**src/rtl/md5_pkg.sv**
```systemverilog
// ---------------------------------------------------------------------------
// md5_pkg
// Shared constants and types for the MD5 message padder.
//   MD5_BLOCK_BYTES : bytes per 512-bit MD5 block
//   MD5_LEN_OFFSET  : first byte of the 64-bit little-endian bit length
//   MD5_PAD_BYTE    : the mandatory '1' bit followed by zeros
//   pad_state_t     : padder FSM states
//   len_fits()      : true when a block holding n bytes plus the pad byte
//                     still has room for the length field
// ---------------------------------------------------------------------------
package md5_pkg;

  localparam int          MD5_BLOCK_BYTES = 64;
  localparam int          MD5_LEN_OFFSET  = 56;
  localparam logic [7:0]  MD5_PAD_BYTE    = 8'h80;

  typedef enum logic [1:0] {
    ST_FILL      = 2'd0,
    ST_OUT       = 2'd1,
    ST_OUT_EXTRA = 2'd2
  } pad_state_t;

  function automatic logic len_fits(input logic [6:0] n);
    return n < 7'(MD5_LEN_OFFSET);
  endfunction

endpackage

```
**src/rtl/md5_block_buffer.sv**
```systemverilog
// ---------------------------------------------------------------------------
// md5_block_buffer
// 64-byte block register with byte writes, padding and length insertion.
// Byte k of the block lives at bits [8k+7:8k].
// Ports:
//   clk, reset        : clock, asynchronous active-high reset (clears block)
//   wr_en/wr_ptr/wr_data : write one message byte at byte position wr_ptr
//   pad_en            : finalize the block; bytes below pad_n are kept
//                       (including a same-cycle write), 0x80 goes at pad_n,
//                       everything above is zeroed
//   pad_n             : number of message bytes in the block (0..64)
//   pad_len_en        : also place len at bytes 56..63 while padding
//   extra_en          : replace the block with a trailer block (zeros + len)
//   extra_pad         : trailer block also carries 0x80 at byte 0
//   len               : 64-bit message bit length, little-endian
//   block             : registered 512-bit block
// ---------------------------------------------------------------------------
module md5_block_buffer
  import md5_pkg::*;
(
  input  logic         clk,
  input  logic         reset,
  input  logic         wr_en,
  input  logic [5:0]   wr_ptr,
  input  logic [7:0]   wr_data,
  input  logic         pad_en,
  input  logic [6:0]   pad_n,
  input  logic         pad_len_en,
  input  logic         extra_en,
  input  logic         extra_pad,
  input  logic [63:0]  len,
  output logic [511:0] block
);

  logic [511:0] base;
  logic [511:0] nxt;

  always_comb begin
    base = block;
    if (wr_en) base[{wr_ptr, 3'b000} +: 8] = wr_data;
    nxt = base;
    if (pad_en) begin
      // Stale bytes from an earlier message above pad_n are scrubbed here,
      // so the buffer never needs an explicit clear between messages.
      for (int k = 0; k < MD5_BLOCK_BYTES; k++) begin
        if (7'(k) == pad_n)     nxt[k*8 +: 8] = MD5_PAD_BYTE;
        else if (7'(k) > pad_n) nxt[k*8 +: 8] = 8'h00;
      end
      if (pad_len_en) nxt[MD5_LEN_OFFSET*8 +: 64] = len;
    end
    if (extra_en) begin
      nxt = '0;
      if (extra_pad) nxt[7:0] = MD5_PAD_BYTE;
      nxt[MD5_LEN_OFFSET*8 +: 64] = len;
    end
  end

  always_ff @(posedge clk or posedge reset) begin
    if (reset) block <= '0;
    else       block <= nxt;
  end

endmodule

```
**src/rtl/md5_msg_padder.sv**
```systemverilog
// ---------------------------------------------------------------------------
// md5_msg_padder
// Accepts a byte stream and emits MD5-padded 512-bit blocks.
// Ports:
//   clk, reset   : clock (rising edge), asynchronous active-high reset
//   in_valid/in_ready/in_data : byte input handshake
//   in_last      : final byte of the message
//   in_nodata    : with in_last, the beat carries no byte
//   in_abort     : (only with MD5_PAD_ABORT_EN) drop the partial message
//   out_valid/out_ready/out_block : block output handshake
//   out_first    : block is the first of its message
//   out_last     : block is the final block of its message
// Parameter:
//   LEN_W        : width of the bit-length field; upper bits emitted as zero
// Build option:
//   MD5_PAD_ABORT_EN adds the in_abort input.
// ---------------------------------------------------------------------------
module md5_msg_padder
  import md5_pkg::*;
#(
  parameter int LEN_W = 64
) (
  input  logic         clk,
  input  logic         reset,
  input  logic         in_valid,
  output logic         in_ready,
  input  logic [7:0]   in_data,
  input  logic         in_last,
  input  logic         in_nodata,
`ifdef MD5_PAD_ABORT_EN
  input  logic         in_abort,
`endif
  output logic         out_valid,
  input  logic         out_ready,
  output logic [511:0] out_block,
  output logic         out_first,
  output logic         out_last
);

  localparam logic [63:0] LEN_MASK =
    (LEN_W >= 64) ? {64{1'b1}} : ((64'd1 << LEN_W) - 64'd1);

  pad_state_t  state;
  logic [5:0]  ptr;
  logic [63:0] cnt;
  logic        extra_pend;
  logic        extra_pad;

  logic        abort;
  logic        take;
  logic        has_byte;
  logic [6:0]  n;
  logic [63:0] cnt_inc;
  logic        pad_en;
  logic        extra_en;
  logic [63:0] len;

`ifdef MD5_PAD_ABORT_EN
  assign abort = in_abort && (state == ST_FILL);
`else
  assign abort = 1'b0;
`endif

  function automatic logic [63:0] bit_len(input logic [63:0] c);
    return (c << 3) & LEN_MASK;
  endfunction

  assign in_ready = (state == ST_FILL);
  assign take     = in_valid && in_ready && !abort;
  // Only a terminating nodata beat is empty; nodata alone is a normal byte.
  assign has_byte = !(in_last && in_nodata);
  assign n        = {1'b0, ptr} + 7'(has_byte);
  assign cnt_inc  = cnt + 64'(has_byte);
  assign pad_en   = take && in_last;
  assign extra_en = (state == ST_OUT) && out_ready && extra_pend;
  assign len      = pad_en ? bit_len(cnt_inc) : bit_len(cnt);

  md5_block_buffer u_buf (
    .clk        (clk),
    .reset      (reset),
    .wr_en      (take && has_byte),
    .wr_ptr     (ptr),
    .wr_data    (in_data),
    .pad_en     (pad_en),
    .pad_n      (n),
    .pad_len_en (len_fits(n)),
    .extra_en   (extra_en),
    .extra_pad  (extra_pad),
    .len        (len),
    .block      (out_block)
  );

  always_ff @(posedge clk or posedge reset) begin
    if (reset) begin
      state      <= ST_FILL;
      ptr        <= '0;
      cnt        <= '0;
      out_valid  <= 1'b0;
      out_first  <= 1'b1;
      out_last   <= 1'b0;
      extra_pend <= 1'b0;
      extra_pad  <= 1'b0;
    end else begin
      case (state)
        ST_FILL: begin
          if (abort) begin
            ptr       <= '0;
            cnt       <= '0;
            out_first <= 1'b1;
          end else if (in_valid) begin
            cnt <= cnt_inc;
            if (in_last) begin
              ptr       <= '0;
              state     <= ST_OUT;
              out_valid <= 1'b1;
              if (len_fits(n)) begin
                out_last   <= 1'b1;
                extra_pend <= 1'b0;
              end else begin
                out_last   <= 1'b0;
                extra_pend <= 1'b1;
                // A full data block leaves no room for the pad byte.
                extra_pad  <= (n == 7'(MD5_BLOCK_BYTES));
              end
            end else begin
              ptr <= ptr + 6'd1;
              if (ptr == 6'd63) begin
                state      <= ST_OUT;
                out_valid  <= 1'b1;
                out_last   <= 1'b0;
                extra_pend <= 1'b0;
              end
            end
          end
        end
        ST_OUT: begin
          if (out_ready) begin
            if (extra_pend) begin
              state      <= ST_OUT_EXTRA;
              out_last   <= 1'b1;
              out_first  <= 1'b0;
              extra_pend <= 1'b0;
            end else begin
              state     <= ST_FILL;
              out_valid <= 1'b0;
              out_first <= out_last;
              out_last  <= 1'b0;
              if (out_last) cnt <= '0;
            end
          end
        end
        ST_OUT_EXTRA: begin
          if (out_ready) begin
            state     <= ST_FILL;
            out_valid <= 1'b0;
            out_first <= 1'b1;
            out_last  <= 1'b0;
            cnt       <= '0;
          end
        end
        default: state <= ST_FILL;
      endcase
    end
  end

endmodule

```
**config.mk**
```make
export PLATFORM = sky130hd
export DESIGN_NAME = md5_msg_padder
export DESIGN_NICKNAME = d
export VERILOG_FILES = /design/src/rtl/md5_pkg.sv /design/src/rtl/md5_block_buffer.sv /design/src/rtl/md5_msg_padder.sv
export SDC_FILE = /design/constraint.sdc
export NUM_CORES = 2
export LEC_CHECK = 0
export CAP_MARGIN = 0
export CORE_ASPECT_RATIO = 0.6
export CORE_MARGIN = 2
export CORE_UTILIZATION = 25
export CTS_BUF_LIST = sky130_fd_sc_hd__clkbuf_8
export DETAILED_ROUTE_END_ITERATION = 6
export GPL_TIMING_DRIVEN = 0
export PLACE_DENSITY = 0.42
export SLEW_MARGIN = 10
export SYNTH_ARGS = -nofsm -noshare
export SYNTH_HDL_FRONTEND = slang
export SYNTH_SLANG_ARGS = --single-unit
```
**constraint.sdc**
```tcl
create_clock -name clk -period 29.5 [get_ports clk]
set_clock_uncertainty 0.1 [all_clocks]
set_input_delay 5.9 -clock clk [delete_from_list [all_inputs] [get_ports clk]]
set_output_delay 5.9 -clock clk [all_outputs]
set_load 0.02 [all_outputs]
```
# Word-level counts from Yosys, hierarchy flattened
# Cells that the tools add are included.
[totals]
register_bits = 589
output_inout_bits = 516
wordCells = 345
[classes]
add_sub_neg = 4
order_cmp = 65
eq_ne = 73
shifts = 2
n_mux = 171
bitwise_logic = 1
reduce_logical = 20
[ops]
columns = ["operator", "count"]
rows = [
  ["512-bit 2-to-1 mux", 3],
  ["8-bit 2-to-1 mux", 129],
  ["512-bit bitwise mux", 1],
  ["8-bit by 11-bit variable shift with 512-bit output, first input constant", 1],
  ["8-bit by 11-bit variable part select with 512-bit output", 1],
  ["64-bit 2-to-1 mux", 7],
  ["6-bit by 7-bit == test with 1-bit output, first input constant", 32],
  ["6-bit by 7-bit greater-than comparator with 1-bit output, first input constant", 32],
  ["64-bit one-hot mux with 3 select lines", 1],
  ["5-bit by 7-bit == test with 1-bit output, first input constant", 16],
  ["5-bit by 7-bit greater-than comparator with 1-bit output, first input constant", 16],
  ["64-bit by 1-bit adder with 64-bit output", 1],
  ["4-bit by 7-bit == test with 1-bit output, first input constant", 8],
  ["4-bit by 7-bit greater-than comparator with 1-bit output, first input constant", 8],
  ["3-bit by 7-bit == test with 1-bit output, first input constant", 4],
  ["3-bit by 7-bit greater-than comparator with 1-bit output, first input constant", 4],
  ["1-bit 2-to-1 mux", 18],
  ["2-bit by 7-bit == test with 1-bit output, first input constant", 2],
  ["1-bit by 7-bit greater-than comparator with 1-bit output, first input constant", 2],
  ["2-bit by 7-bit greater-than comparator with 1-bit output, first input constant", 2],
  ["2-bit 2-to-1 mux", 6],
  ["4-bit AND reduction", 3],
  ["6-bit AND reduction", 2],
  ["9-bit negator with 11-bit output", 1],
  ["24 further kinds", 36],
]

# Logic depth before layout (Yosys ltp)
[depth]
word_depth = 9
depth_mapped = 13

# By module
# Synthesis repeated with hierarchy kept, for this count alone.
[unflattened]
hier_cells = 3099
hier_area_um2 = 29274.3
[modules_own_cells]
columns = ["mod", "instances", "cells_each", "area_each_um2"]
rows = [
  ["md5_block_buffer", 1, 2404, 23819.1],
  ["md5_msg_padder", 1, 695, 5455.2],
]

# Least setup slack after synthesis
# Ideal clock, no wire load.
[synth_path]
path_type = "input port to flip-flop"
from = "in in_last"
to = "reg u_buf.block[399]"
setup_time_ps = 152
arrival_ps = 8497
required_time_ps = 29248
path_slack_ps = 20751
stages = 12
n_path_buf = 2
path_cell_list = "and2_1 > inv_1 > ha_1 > ha_1 > clkbuf_1 > and3_1 > clkbuf_1 > nand3_1 > and2_1 > and3_1 > o31ai_1 > o22ai_1"
[synth_via]
elab_chain_len = 8
word_cells_on_any_way = 12
cone_classes = "add/sub (1); order compare (1); eq/ne (1); mux (5); reduce/logical (4)"
[synth_rtl]
columns = ["item", "line_no", "rtl"]
rows = [
  ["from (decl)", "md5_msg_padder.sv:28", "input logic in_last,"],
  ["1-bit logical AND", "md5_msg_padder.sv:71", "assign has_byte = !(in_last && in_nodata);"],
  ["1-bit logical NOT", "md5_msg_padder.sv:71", ""],
  ["6-bit by 1-bit adder with 7-bit output / 1-bit logical AND (equally long branches)", "md5_msg_padder.sv:72, md5_msg_padder.sv:81", ""],
  ["6-bit by 7-bit greater-than comparator with 1-bit output / 512-bit 2-to-1 mux (equally long branches)", "md5_block_buffer.sv:47, md5_block_buffer.sv:40", ""],
  ["8-bit 2-to-1 mux", "md5_block_buffer.sv:47", "else if (7'(k) > pad_n) nxt[k*8 +: 8] = 8'h00;"],
  ["8-bit 2-to-1 mux", "md5_block_buffer.sv:46", "if (7'(k) == pad_n) nxt[k*8 +: 8] = MD5_PAD_BYTE;"],
  ["512-bit 2-to-1 mux (*)", "md5_block_buffer.sv:42", "if (pad_en) begin"],
  ["512-bit 2-to-1 mux (*)", "md5_block_buffer.sv:51", "if (extra_en) begin"],
  ["named net u_buf.nxt[399]", "md5_block_buffer.sv:36", "logic [511:0] nxt;"],
  ["to (signal assigned)", "md5_block_buffer.sv:60", "else block <= nxt;"],
  ["to (decl)", "md5_block_buffer.sv:32", "output logic [511:0] block"],
]
# Mark *: on every way through the listed nets, which the timed path passes. The rest lies on a longest branch.
# A chain may end at the register's enable or synchronous reset.

# Worst setup path in the final report
[layout_path]
from = "in in_last"
to = "reg u_buf.block[481]"
[layout_via]
elab_chain_len = 9
word_cells_on_any_way = 16
cone_classes = "add/sub (2); order compare (2); eq/ne (1); mux (7); reduce/logical (4)"
[layout_rtl]
columns = ["item", "line_no", "rtl"]
rows = [
  ["1-bit logical AND", "md5_msg_padder.sv:71", ""],
  ["1-bit logical NOT", "md5_msg_padder.sv:71", ""],
  ["6-bit by 1-bit adder with 7-bit output / 1-bit logical AND (equally long branches)", "md5_msg_padder.sv:72, md5_msg_padder.sv:81", ""],
  ["6-bit by 7-bit greater-than comparator with 1-bit output / 512-bit 2-to-1 mux (equally long branches)", "md5_block_buffer.sv:47, md5_block_buffer.sv:40", ""],
  ["8-bit 2-to-1 mux", "md5_block_buffer.sv:47", ""],
  ["8-bit 2-to-1 mux", "md5_block_buffer.sv:46", ""],
  ["64-bit 2-to-1 mux", "md5_block_buffer.sv:49", "if (pad_len_en) nxt[MD5_LEN_OFFSET*8 +: 64] = len;"],
  ["512-bit 2-to-1 mux", "md5_block_buffer.sv:42", ""],
  ["512-bit 2-to-1 mux (*)", "md5_block_buffer.sv:51", ""],
  ["named net u_buf.nxt[481]", "md5_block_buffer.sv:36", ""],
]
# Marks and branches as above.

==> flow_summary.toml <==
[outcome]
status = "finished, final reports clean"

[route]
wl_met1_um = 78590
met3_length_um = 16820
dr.pass1.iters = 5
dr_wl_met2_um = 63600
drc_errors = 0
routedWlPerCell_um = 31.41
routed.top_layer = "met5"
wl_um = 161900
vias_per_cell = 5.223
vias = 26930
ant_nets = 0
drt_iter0_markers = 2940

[logic_synthesis]
synth_area_um2 = 29270
syn_inst = 2895
ys_types = 95
mappedNetlistNets = 2921
synthAdderAreaFrac_pct = 0.5129
synth_top_family_by_area = "simple AND/OR/NAND/NOR gates"
synthXorXnorAreaFrac_pct = 2.005
synth_ff_type = "dfrtp_1"
synth-async-reset-ratio_pct = 100.0
postSynthAreaPerCell_um2 = 10.11
synth-edff-count = 0
muxShareOfSynthArea_pct = 15.33
synth-compound-area-share_pct = 11.80
ys_ff_latch = 586
yosysSeqAreaShare_pct = 50.10
synth-simple-area-share_pct = 17.30
ys_warn_count = 0

[worst_setup_path]
crit_chain = "clkdlybuf4s50_1 -> and2_1 -> inv_1 -> ha_1 -> ha_1 -> clkbuf_1 -> a21oi_1 -> o21ai_0 -> a22oi_1 -> nor2_1 -> a21oi_1 -> buf_2 -> o22ai_1"
r2r_end = "u_buf.block[343]$_DFF_PP0_"
cp.arrival_ns = 11.42
cp.depth = 13
critPathMaxStageDelay_ns = 1.15
path_class = "in -> reg"
setup.worst_path.end = "u_buf.block[481]$_DFF_PP0_"
critPathSlowestCell = "a21oi_1"
crit_required_ns = 30.02
crit_path_start_kind = "primary input"
worstSetupEndpointType = "flop"
crit_buf_inv = 4
cp_top_family = "compound AO/OA/AOI/OAI gates"
crit_path_start = "in_last"
r2r-start = "ptr[0]$_DFFE_PP0P_"
cp_max_fo = 10
r2r_setup_slack_ns = 23.52
rr_worst_depth = 12

[placement]
port_buffers = 522
detailed_place_hpwl_um = 121600
gp_congestion = 1.015
dp_cells = 4968

[floorplan]
die_h_um = 269.1
start_util_pct = 25.15
dieArea_um2 = 119900
core_um2 = 116400
rows = 97
pin_count = 530
fp.dieW_um = 445.8

[grt]
gr-total-overflow = 0
grt_pass1_wl_um = 220300
grt_pass1_vias = 25719
track_usage_pct = 26.37
antenna_found_initial = 14
grt_max_degree = 110

[final_layout]
drive_above_1_share_pct = 9.149
fillers = 12030
fin_nets = 3563
final_cells = 5156
syn2layout_area_growth_pct = 33.09
final_cell_mix = "dfrtp_1 (585), clkdlybuf4s50_1 (522), nor2_1 (467), mux2i_1 (436), nand2_1 (171)"
final_common_cell = "dfrtp_1"

[cts]
root_buffer = "clkbuf_8"
h-tree-depth = 3
clk_path_buf_depth = 3
cts_resized = 0
cts_buffers = 101
cts_setup_buffers = 0
holdBufCountCts = 0
cts_tree = "built"
path_clk_slew_ns = 0.06
clk_latency_ns = 0.83
cts_num_sinks = 586

[timing]
max_freq_ghz = 0.09173
drv_slew = 0
fin_crit_ns = 10.90
rsz0062_at_grt = "no"
timing.hold.ws_ns = 0.4150
tightestPinTransition_ns = 1.366
setup_violations = 0
hold_viol = 0
slew_headroom_pct = 8.575
period_share_pct = 36.95

[min_path]
min_path_type = "reg -> reg"

[power_and_ir_drop]
max-vdd-ir-drop_mv = 0.05107
power.density_nw_per_um2 = 78.84
p_leak_nw = 16.24
power.total_mw = 3.071

[run]
drv_cap = 0
## power breakdown
group          total [mW]  switching [mW]  internal [mW]
registers           0.953          0.0637          0.889
logic                1.30           0.977          0.328
clock network       0.814           0.381          0.433
## flip-flops by register name (all words and copies together), names as in the netlist, 2 cells and up
| register | count |
|---|---|
| u_buf.block | 512 |
| cnt | 61 |
| state | 2 |
| ptr | 6 |
## kinds of logic (layout without fill, tap and decap cells)
family / count (synthesis) / in the layout
other: 0 / 4
adder cells (fa/ha/maj): 12 / 12
XOR/XNOR: 67 / 67
flip-flops: 586 / 586
buffers and inverters: 210 / 933
multiplexers: 447 / 447
AO/OA/AOI/OAI: 548 / 548
AND/OR/NAND/NOR: 1025 / 1025
## layout make-up
type	count	area (um2)	area share [%]
sequential	586	14670	37.64
multi-input combinational	2099	13840	35.53
timing repair buffer	539	5490	14.09
tap	1534	1919	4.927
clock buffer	135	1858	4.769
buffer	185	779.5	2.001
clock inverter	49	294.0	0.7547
inverter	25	101.3	0.2601
antenna	4	10.01	0.02569
## tightest hold or removal path: stages, from the launching register on
cell,delay (ns)
dfrtp_1,0.38
nand2_1,0.06
o221ai_1,0.06
## per-stage QoR
stage	setup WS, ns	setup TNS [ns]	util (%)	cell area, um2
floorplan	7.104	0	-	29270
global placement	-2.468	-1338.13	31.29	36420
detailed placement	18.04	0	31.61	36800
CTS	18.95	0	33.46	38950
global route	18.62	0	33.47	38960
finish	18.60	0	33.47	38960
## metal layers
layer / GRT usage (%) / vias to the layer above
li1: - / 11718
met5: 0 / -
met2: 35.27 / 1309
met1: 39.95 / 13737
met3: 9.338 / 164
met4: 5.176 / 2
## synthesized netlist by cell type (all sizes together), types with 4 or more instances
library cell | count | share of area, %
o21ai | 183 | 3.1
a31oi | 32 | 0.68
or3 | 19 | 0.41
dfrtp | 585 | 50
a41oi | 7 | 0.21
a211oi | 5 | 0.23
o22ai | 80 | 1.7
xor2 | 28 | 0.84
nor3 | 115 | 3.1
and4 | 10 | 0.30
or2 | 10 | 0.21
clkbuf | 130 | 1.7
nor4 | 28 | 0.76
buf | 55 | 0.96
o311ai | 7 | 0.21
nand4 | 38 | 0.83
ha | 12 | 0.51
a21oi | 108 | 1.8
a22oi | 5 | 0.15
o31ai | 42 | 1.1
nand2b | 16 | 0.34
nor2 | 484 | 6.4
mux2 | 11 | 0.42
nand3 | 64 | 1.1
nor2b | 8 | 0.17
xnor2 | 39 | 1.2
o2111ai | 4 | 0.18
and3 | 26 | 0.56
nand2 | 171 | 2.2
o21a | 6 | 0.15
and2 | 15 | 0.32
mux2i | 436 | 15
o32ai | 10 | 0.30
inv | 23 | 0.29
o211ai | 5 | 0.15
o221ai | 10 | 0.32
or4 | 7 | 0.19
a21boi | 6 | 0.15
## worst min-delay path by stage
stage,start,to,cells after the start
after global placement,u_buf.block[350]$_DFF_PP0_,u_buf.block[350]$_DFF_PP0_,2
after floorplan,extra_pad$_DFFE_PP0P_,u_buf.block[7]$_DFF_PP0_,1
after CTS,cnt[1]$_DFFE_PP0P_,u_buf.block[452]$_DFF_PP0_,2
after detailed placement,u_buf.block[448]$_DFF_PP0_,u_buf.block[448]$_DFF_PP0_,2
after global routing,u_buf.block[430]$_DFF_PP0_,u_buf.block[430]$_DFF_PP0_,2
final,cnt[1]$_DFFE_PP0P_,u_buf.block[452]$_DFF_PP0_,2
(Power assumes the default switching activity.)
==> RTL change 1, RTL diff (config.mk and constraints unchanged) <==
The option `MD5_PAD_ABORT_EN` is turned on by a define.
--- a/src/rtl/md5_msg_padder.sv
+++ b/src/rtl/md5_msg_padder.sv
@@ -15,6 +15,8 @@
 // Build option:
 //   MD5_PAD_ABORT_EN adds the in_abort input.
 // ---------------------------------------------------------------------------
+`define MD5_PAD_ABORT_EN
+
 module md5_msg_padder
   import md5_pkg::*;
 #(
Interface: changed (added in_abort); port bits go from 530 to 531. The function was not compared with the original's and may differ.
==> RTL change 1 against the unedited design <==
Hold slack better by 0.0017 ns. Register-to-register slack better by 0.77 ns. Sequential cell count unchanged. Die area down 0.29%. Wire length down 2.1%. Global-route usage down 0.54 points. Setup slack better by 0.38 ns. Critical path depth down 1. Design area down 0.57%. Via count up 1.4%. Synthesized area down 0.29%. Largest cell class unchanged. Highest routed layer unchanged.
Power is not compared: it rests on default switching activity, and its combinational part moved more than twofold at a synthesized area within 25%.
==> RTL change 1: results (changes against the unedited design) <==
stage,metric,value,unit,change
outcome,status,finished clean,,
detailed_routing,vias after detailed routing,27300,,+1.4%
cts,CTS buffer count,100,,-0.99%
synthesis,compound-cell area share of the yosys netlist,0.118,,+0.000473
synthesis,commonest cells in the netlist,"585 x dfrtp_1, 383 x nor2_1, 379 x mux2i_1",,
timing,max_slew headroom,0.0943,,+0.00853
hold_path,worst hold path startpoint,cnt[42],,
detailed_routing,initial DRC count,3098,,+5.4%
final_layout,Filler cells,12200,,+1.2%
hold_path,Worst Hold Path EP,cnt[42],,
detailed_routing,Pre-antenna DRT Iters,6,,+1
synthesis,synth top area cells,"dfrtp_1 50%, mux2i_1 13%, nor2_1 4.9%",,
critical_path,reg2reg path depth,10,,-2
placement,Cells after DPL,5091,,+2.5%
final_layout,"Core Util, Final",0.333,,-0.00156
detailed_routing,vias per inst,5.18,,-0.77%
critical_path,Arrival @ worst endpoint,11.12,ns,-0.30 ns
timing,WHS,0.417,ns,+0.00167 ns
final_layout,share of cells above drive strength 1,0.0787,,-0.0128
global_routing,initial antenna violation count,7,,-7
critical_path,critical path's slowest cell,a2111oi_1,,
placement,placed cell area,0.0367,sq mm,-0.33%
synthesis,Synth cell types,88,,-7.4%
critical_path,Worst path max stage delay,1.20,ns,+0.05 ns
timing,final worst-path cycle share,0.357,,-0.0128
final_layout,nets@finish,3687,,+3.5%
critical_path,Top delay family on crit path,simple AND/OR/NAND/NOR gates,,
critical_path,"reg-to-reg slack, setup",24.29,ns,+0.77 ns
detailed_routing,Wirelength per Cell,30.1,microns,-4.2%
placement,HPWL after detailed placement,120000,microns,-0.96%
synthesis,Synth Area in Adders,0.00514,,+0.0000150
hold_path,cell depth of the worst hold path,1,,-1
synthesis,Synth Area per Inst,9.67,sq um,-4.3%
global_routing,Overall Global Routing Usage,0.258,,-0.00542
-- RTL change 1: changes by cell type in the layout (fill, tap and decap cells not counted), sizes merged, moves of 19 or more --
| cell | before | now |
|---|---|---|
| and3 | 26 | 61 |
| mux2i | 436 | 379 |
| and2 | 15 | 56 |
| nor2 | 484 | 403 |
| nor4 | 28 | 9 |
| a21oi | 108 | 200 |
| nand3 | 64 | 175 |
| nand2 | 171 | 339 |
| o21ai | 183 | 142 |
| nor3 | 115 | 40 |
-- RTL change 1: power by group through the flow --
stage	Combinational, uW	Sequential [uW]	Clock [uW]
2_1_floorplan	215	874	0
3_3_place_gp	466	859	0
3_5_place_dp	468	857	0
4_1_cts	470	843	809
5_1_grt	504	844	844
6_report	483	843	788
-- RTL change 1: routing by layer --
metal / vias up / global-route usage / part of all wire
met2: 1295 / 0.352 / 0.40
met3: 170 / 0.0802 / 0.099
met5: - / 0 / 0.00043
met1: 13900 / 0.395 / 0.48
li1: 12000 / - / -
met4: 10 / 0.0475 / 0.016
-- RTL change 1: how the worst max path moves through the flow --
stage / from / to / cells past startpoint
floorplan: reset / cnt[0] / 1
global placement: reset / u_buf.block[98] / 2
detailed placement: in_last / u_buf.block[255] / 13
CTS: in_last / u_buf.block[255] / 13
global route: in_last / u_buf.block[255] / 13
finish: in_last / u_buf.block[222] / 12
-- RTL change 1: cell type report --
class / instances / share of cell area
inverter: 24 / 0.00252
sequential: 586 / 0.379
antenna: 2 / 0.000129
clock inverter: 51 / 0.00833
multi-input combinational: 2213 / 0.353
tap: 1534 / 0.0495
clock buffer: 125 / 0.0444
buffer: 194 / 0.0212
timing repair buffer: 541 / 0.142
==> RTL change 2, RTL diff (same settings) <==
Without the edit above. Make the reset (`reset`) synchronous in 2 clocked blocks. Comments in the files are not updated.
--- a/src/rtl/md5_block_buffer.sv
+++ b/src/rtl/md5_block_buffer.sv
@@ -55,7 +55,7 @@
     end
   end
 
-  always_ff @(posedge clk or posedge reset) begin
+  always_ff @(posedge clk) begin
     if (reset) block <= '0;
     else       block <= nxt;
   end
--- a/src/rtl/md5_msg_padder.sv
+++ b/src/rtl/md5_msg_padder.sv
@@ -90,7 +90,7 @@
     .block      (out_block)
   );
 
-  always_ff @(posedge clk or posedge reset) begin
+  always_ff @(posedge clk) begin
     if (reset) begin
       state      <= ST_FILL;
       ptr        <= '0;
Function: not settled (the Yosys comparison gave no result); the edit may change what the design does.
==> RTL change 2 against the unedited design <==
Sequential cell count is the same. Synthesized cell count grew 6.7%. Core utilization grew 0.44 points. Hold slack lost 0.061 ns. Count of clock-buffer cells in the layout shrank 8. Critical endpoint is now u_buf.block[490]. Design area shrank 8.2%. Synthesized area shrank 8.9%. Cell count grew 1.0%. Wire length shrank 4.5%. Setup slack gained 0.41 ns.
Power is not compared: it rests on default switching activity, and its combinational part moved more than twofold at a synthesized area within 25%.
==> RTL change 2: results (changes against the unedited design) <==
stage,metric,value,unit,change
global_routing,M3 GR Usage,0.112,,+0.0182
placement,placed cell area,0.0337,sq mm,-8.3%
global_routing,largest net degree at the start of global routing,13,,-88%
synthesis,Synth Area per Inst,8.63,sq um,-15%
placement,Cells after DPL,5027,,+1.2%
placement,"worst slack, placed",18.31,ns,+0.270 ns
synthesis,Synth cell types,98,,+3.2%
timing,max_slew headroom,0.0303,,-0.0554
synthesis,"FFs w/ async S/R, synth",0,,-1.00
synthesis,"Net Count, Synth",3116,,+6.7%
critical_path,reg2reg path depth,13,,+1
synthesis,"Seq/Total Area, Yosys",0.440,,-0.0613
global_routing,global-route wire length before repair,211000,microns,-4.1%
critical_path,"reg-to-reg slack, setup",23.33,ns,-0.19 ns
critical_path,Reg-to-Reg End,u_buf.block[23],,
final_layout,nets@finish,3743,,+5.1%
detailed_routing,initial DRC count,2972,,+1.1%
placement,HPWL after detailed placement,120000,microns,-1.1%
detailed_routing,met1 WL,73300,microns,-6.8%
global_routing,met1 usage in global routing,0.403,,+0.00347
final_layout,Filler cells,11200,,-6.8%
detailed_routing,Met2 Wirelength,59700,microns,-6.2%
outcome,status,finished clean,,
synthesis,xor/xnor share of the synthesized area,0.0226,,+0.00256
global_routing,vias in the first global route,25200,,-2.2%
critical_path,Critical path destination,u_buf.block[490],,
## RTL change 2: cell count changes after synthesis, sizes merged, moves of 56 or more
| cell | unedited run | this run |
|---|---|---|
| dfxtp | 0 | 586 |
| dfrtp | 585 | 0 |
| a21oi | 108 | 222 |
| nand3 | 64 | 167 |
| nand2 | 171 | 273 |
| o21ai | 183 | 127 |
## RTL change 2: final cells by class
class / instances / area [sq um] / share of cell area
clock inverters: 47 / 226 / 0.00633
repair buffers: 527 / 5280 / 0.148
multi-input cells: 2295 / 14100 / 0.395
well taps: 1410 / 1760 / 0.0493
inverters: 16 / 60.1 / 0.00168
diodes: 7 / 17.5 / 0.000490
clock buffers: 127 / 1750 / 0.0489
flip-flops and latches: 586 / 11700 / 0.328
plain buffers: 193 / 798 / 0.0223
## RTL change 2: report_power, final
part	switching (uW)	internal [uW]	total, uW
sequential	3.69	795	799
combinational	151	34.7	186
clock	372	392	764
